### src/rtl/rootsqr_credit_fifo.sv
// Credit-based admission wrapper for the fixed-latency rootsqr pipeline.
// Launches only with guaranteed buffer space; results drain through a FWFT FIFO.
`timescale 1ns/1ps
module rootsqr_credit_fifo #(
  parameter int unsigned WIDTH = 32,
  parameter int unsigned LAT   = 4,
  parameter int unsigned DEPTH = 8
) (
  input  logic                       clk,
  input  logic                       reset,
  input  logic                       in_valid,
  output logic                       in_ready,
  output logic                       issue,
  input  logic                       res_valid,
  input  logic [WIDTH-1:0]           res_data,
  output logic                       m_valid,
  input  logic                       m_ready,
  output logic [WIDTH-1:0]           m_data,
  output logic [$clog2(DEPTH+1)-1:0] level,
  output logic                       err_ovf,
  output logic                       err_spur
);

  localparam int unsigned   CW      = $clog2(DEPTH + 1);
  localparam int unsigned   AW      = (DEPTH > 1) ? $clog2(DEPTH) : 1;
  localparam logic [CW-1:0] DEPTH_C = CW'(DEPTH);
  localparam logic [AW-1:0] LAST_C  = AW'(DEPTH - 1);

  if (LAT < 1) begin : g_lat_chk
    $error("rootsqr_credit_fifo: LAT must be at least 1");
  end

  logic [CW-1:0]    credits_q, credits_d;
  logic [CW-1:0]    inflight_q, inflight_d;
  logic [CW-1:0]    level_q, level_d;
  logic [AW-1:0]    rd_ptr_q, rd_ptr_d;
  logic [AW-1:0]    wr_ptr_q, wr_ptr_d;
  logic             in_ready_q, m_valid_q;
  logic             err_ovf_q, err_ovf_d;
  logic             err_spur_q, err_spur_d;
  logic [WIDTH-1:0] mem_q [DEPTH];

  logic pop_s, issue_s, full_s, push_s, drop_s, ret_s, spur_s;

  function automatic logic [AW-1:0] ptr_next(input logic [AW-1:0] p);
    if (p == LAST_C) begin
      return '0;
    end else begin
      return p + AW'(1);
    end
  endfunction

  assign pop_s   = m_valid_q & m_ready;
  assign issue_s = in_valid & in_ready_q;
  assign full_s  = (level_q == DEPTH_C);
  // A full FIFO still accepts a result when its head leaves in the same cycle.
  assign push_s  = res_valid & (~full_s | pop_s);
  assign drop_s  = res_valid & full_s & ~pop_s;
  assign ret_s   = res_valid & (inflight_q != '0);
  assign spur_s  = res_valid & (inflight_q == '0);

  always_comb begin
    credits_d  = credits_q;
    inflight_d = inflight_q;
    level_d    = level_q;
    rd_ptr_d   = rd_ptr_q;
    wr_ptr_d   = wr_ptr_q;
    err_ovf_d  = err_ovf_q | drop_s;
    err_spur_d = err_spur_q | spur_s;

    // Saturation only matters after an error has broken the credit accounting.
    if (issue_s && !pop_s) begin
      credits_d = credits_q - CW'(1);
    end else if (pop_s && !issue_s && (credits_q != DEPTH_C)) begin
      credits_d = credits_q + CW'(1);
    end else begin
      credits_d = credits_q;
    end

    if (issue_s && !ret_s && (inflight_q != '1)) begin
      inflight_d = inflight_q + CW'(1);
    end else if (ret_s && !issue_s) begin
      inflight_d = inflight_q - CW'(1);
    end else begin
      inflight_d = inflight_q;
    end

    if (push_s && !pop_s) begin
      level_d = level_q + CW'(1);
    end else if (pop_s && !push_s) begin
      level_d = level_q - CW'(1);
    end else begin
      level_d = level_q;
    end

    if (pop_s) begin
      rd_ptr_d = ptr_next(rd_ptr_q);
    end else begin
      rd_ptr_d = rd_ptr_q;
    end

    if (push_s) begin
      wr_ptr_d = ptr_next(wr_ptr_q);
    end else begin
      wr_ptr_d = wr_ptr_q;
    end
  end

  always_ff @(posedge clk) begin
    if (reset) begin
      credits_q  <= DEPTH_C;
      inflight_q <= '0;
      level_q    <= '0;
      rd_ptr_q   <= '0;
      wr_ptr_q   <= '0;
      in_ready_q <= 1'b1;
      m_valid_q  <= 1'b0;
      err_ovf_q  <= 1'b0;
      err_spur_q <= 1'b0;
    end else begin
      credits_q  <= credits_d;
      inflight_q <= inflight_d;
      level_q    <= level_d;
      rd_ptr_q   <= rd_ptr_d;
      wr_ptr_q   <= wr_ptr_d;
      in_ready_q <= (credits_d != '0);
      m_valid_q  <= (level_d != '0);
      err_ovf_q  <= err_ovf_d;
      err_spur_q <= err_spur_d;
    end
  end

  // Storage needs no reset: level gates every read.
  always_ff @(posedge clk) begin
    if (push_s) begin
      mem_q[wr_ptr_q] <= res_data;
    end
  end

  assign in_ready = in_ready_q;
  assign issue    = issue_s;
  assign m_valid  = m_valid_q;
  assign m_data   = mem_q[rd_ptr_q];
  assign level    = level_q;
  assign err_ovf  = err_ovf_q;
  assign err_spur = err_spur_q;

endmodule
### config.mk
export PLATFORM = sky130hd
export DESIGN_NAME = rootsqr_credit_fifo
export DESIGN_NICKNAME = d
export VERILOG_FILES = /design/src/rtl/rootsqr_credit_fifo.sv
export SDC_FILE = /design/constraint.sdc
export NUM_CORES = 1
export LEC_CHECK = 0
export CORE_MARGIN = 8
export CORE_UTILIZATION = 53
export DETAILED_ROUTE_END_ITERATION = 12
export PLACE_DENSITY = 0.79
export REMOVE_ABC_BUFFERS = 1
export SLEW_MARGIN = 0
export SYNTH_ARGS = -nofsm -noshare
export SYNTH_HDL_FRONTEND = slang
export SYNTH_SLANG_ARGS = --single-unit
### constraint.sdc
create_clock -name clk -period 5.2 [get_ports clk]
set_clock_uncertainty 0.15 [all_clocks]
set_input_delay 1.04 -clock clk [delete_from_list [all_inputs] [get_ports clk]]
set_output_delay 1.04 -clock clk [all_outputs]
set_load 0.02 [all_outputs]
==> results.cfg <==
[run_status]
outcome = completed

[yosys]
synth_area_sq_um = 10900
yosys.area.top_type_share = 0.702
yosys_warnings = 0
yosys-top-cells-count = 256 x edfxtp_1, 64 x mux4_2, 32 x mux2_2
avgSynthCellArea_sq_um = 20.7
yosysMostFrequentCell = edfxtp_1
postSynth.asyncResetShare = 0
ys.flop_type = edfxtp_1
synth_cell_types = 47
synthCells = 528
ys_seq_area_frac = 0.748
synth_top_cells_by_area = edfxtp_1 70%, mux4_2 13%, dfxtp_1 4.6%
synth_top_area_cell = edfxtp_1
synth-seq-cells = 281
synth_edf_count = 256

[setup_path]
setup.worst_path.start_class = flip-flop
cp-end-kind = output port
critPathMaxStageDelay_ns = 0.81
cp.arrival_ns = 3.10
r2r_start = level[0]$_SDFF_PP0_
path_cells = buf_12 > mux4_2 > mux2_2 > clkdlybuf4s50_1
critPathCapture = m_data[11]
crit_type = reg2out
r2r-end = mem_q[3][17]$_DFFE_PP_
cp_max_fo = 35
slowest_stage = dfxtp_4
required_ns = 4.01
rrSetupSlack_ns = 2.06
rr_worst_depth = 8

[floorplan]
io_pins = 78
dieArea_sq_um = 25500
chipWidth_microns = 160
start_util = 0.541
core_sq_um = 20200
rows = 52
die_h_microns = 160

[min_path]
worstHoldPathType = reg2reg

[clock_tree]
ctsRootBufferMaster = clkbuf_16
clock-sinks = 281
cts.reportedPaths.clkPinSlew_ns = 0.06
cts_tree = done
post_cts_buffers = 0
cts_buffers = 28
cts_hold_buf = 0
htree_num_levels = 1
clk_latency_ns = 0.53
post_cts_resized = 0
cts_buffer_depth = 3

[placement]
placedCellCount = 864
hpwlAfterDp_microns = 12300
routabilityCongestion = 0.784
dp_slack_ns = 1.20
portBuffers = 77

[cells_and_area]
fin_nets = 673
diodes = 0
fin_util = 0.646
final_cells = 916
synthToLayoutAreaGrowth_pct = 19.5
drive_above_1_share = 0.259
fillCellCount = 1294

[power_and_ir_drop]
intPower_w = 0.00421
p_clk_frac = 0.393
p_sw_frac = 0.226
pwr_density_cell_nw_per_um2 = 416
p_sw_w = 0.00123
p_leak_nw = 4.20
max-vdd-ir-drop_v = 0.000285
power_frac_seq = 0.485
p_comb_frac = 0.122

[sta]
holdWs_ns = 0.329
setup_violations = 0
final_max_slew_viol_count = 0
fin_crit_sh = 0.825
hold_viol_final = 0
finalCriticalPeriod_ns = 4.29
worst_slack_ns = 0.911
rsz0062_at_grt = no
setup_tns_ns = 0
fmax_mhz = 233
tightest_slew_ns = 1.05
slew_headroom = 0.302

[flow_run]
maxCapViolations = 0

[grt]
antenna_found_initial = 2
grt_pass1_vias = 5897
overflow = 0
grt_use_total = 0.172
grt_pass1_wl_microns = 34200
grt_max_degree = 65

[route]
via_per_inst = 5.88
wl_per_cell_microns = 24.0
route.detailed.drc = 0
ant_nets = 0
drt_iter0_drc = 467
drt-total-wl_microns = 22000
drt-pass1-iter-count = 5
vias = 5390
[critical path, delay by kind of cell, from the launching register on]
family	cells	cell delay [ns]
multiplexers	2	0.85
flip-flops	1	0.81
buffers and inverters	2	0.87
[metal layers]
layer | global-route usage | wire length, microns
met5 | 0 | 27
met4 | 0.0420 | 299
met3 | 0.0432 | 1730
met2 | 0.297 | 11400
met1 | 0.215 | 8600
[layout by cell type (no fill, tap or decap), drive strengths merged, types with 2 or more instances in the layout]
cell type / Yosys / final
nor4: 2 / 2
o21ai: 5 / 5
ha: 11 / 11
clkinv: 1 / 9
clkbuf: 6 / 35
mux4: 64 / 64
mux2i: 3 / 3
a21oi: 13 / 13
nand2b: 3 / 3
xnor2: 4 / 4
inv: 6 / 8
bufinv: 0 / 6
xor2: 3 / 3
nor2: 23 / 23
buf: 17 / 12
a41oi: 2 / 2
nand2: 14 / 14
o22ai: 2 / 2
edfxtp: 256 / 256
and3: 2 / 2
nand3: 6 / 6
mux2: 32 / 32
a21boi: 2 / 2
and2: 3 / 3
clkdlybuf4s50: 0 / 77
nor3: 9 / 9
nand3b: 3 / 3
dfxtp: 25 / 25
[kinds of logic (layout without fill, tap and decap cells)]
logic type | after synthesis | count (layout) | synth area share
buf+inv | 30 | 148 | 0.0138
simple gates | 67 | 67 | 0.0304
compound gates | 32 | 32 | 0.0203
flops | 281 | 281 | 0.748
mux | 99 | 99 | 0.167
xor+xnor | 7 | 7 | 0.00560
fa+ha+maj | 12 | 12 | 0.0144
[final cells by class]
class / count / area [sq um] / area share
clock buffer: 35 / 748 / 0.0572
tap: 270 / 338 / 0.0258
sequential: 281 / 8200 / 0.627
clock inverter: 17 / 240 / 0.0184
timing repair buffer: 89 / 873 / 0.0668
multi-input combinational: 217 / 2660 / 0.203
inverter: 7 / 27.5 / 0.00210
[sequential cells by signal, summed over array words and instances, names as in the netlist, named ones only]
| name | count |
|---|---|
| err_ovf | 1 |
| m_valid | 1 |
| wr_ptr_q | 3 |
| mem_q | 256 |
| inflight_q | 4 |
| rd_ptr_q | 3 |
| err_spur | 1 |
| in_ready | 1 |
| level | 4 |
| credits_q | 4 |
[stage by stage]
stage	power (W)	area, sq um
6_report	0.00544	13100
4_1_cts	0.00548	13100
3_5_place_dp	0.00334	12100
5_1_grt	0.00561	13100
3_3_place_gp	0.00331	12100
2_1_floorplan	0.00309	10800
[power groups by stage]
stage | sequential [W] | combinational, W | clock, W
final | 0.00264 | 0.000664 | 0.00214
after global routing | 0.00265 | 0.000713 | 0.00225
after CTS | 0.00264 | 0.000669 | 0.00217
after detailed placement | 0.00269 | 0.000659 | 0
after global placement | 0.00268 | 0.000630 | 0
after floorplan | 0.00269 | 0.000404 | 0
[worst min-delay path by stage]
stage | to | cells past startpoint | from | slack [ns]
after floorplan | flip-flop | 2 | rd_ptr_q[1]$_SDFFE_PP0P_ | 0.30
after global placement | flip-flop | 2 | rd_ptr_q[1]$_SDFFE_PP0P_ | 0.31
after detailed placement | err_ovf$_SDFF_PP0_ | 1 | err_ovf$_SDFF_PP0_ | 0.32
after CTS | err_ovf$_SDFF_PP0_ | 1 | err_ovf$_SDFF_PP0_ | 0.33
after global routing | err_ovf$_SDFF_PP0_ | 1 | err_ovf$_SDFF_PP0_ | 0.35
final | err_ovf$_SDFF_PP0_ | 1 | err_ovf$_SDFF_PP0_ | 0.33
Note: power is estimated with default switching activity, not from simulation.
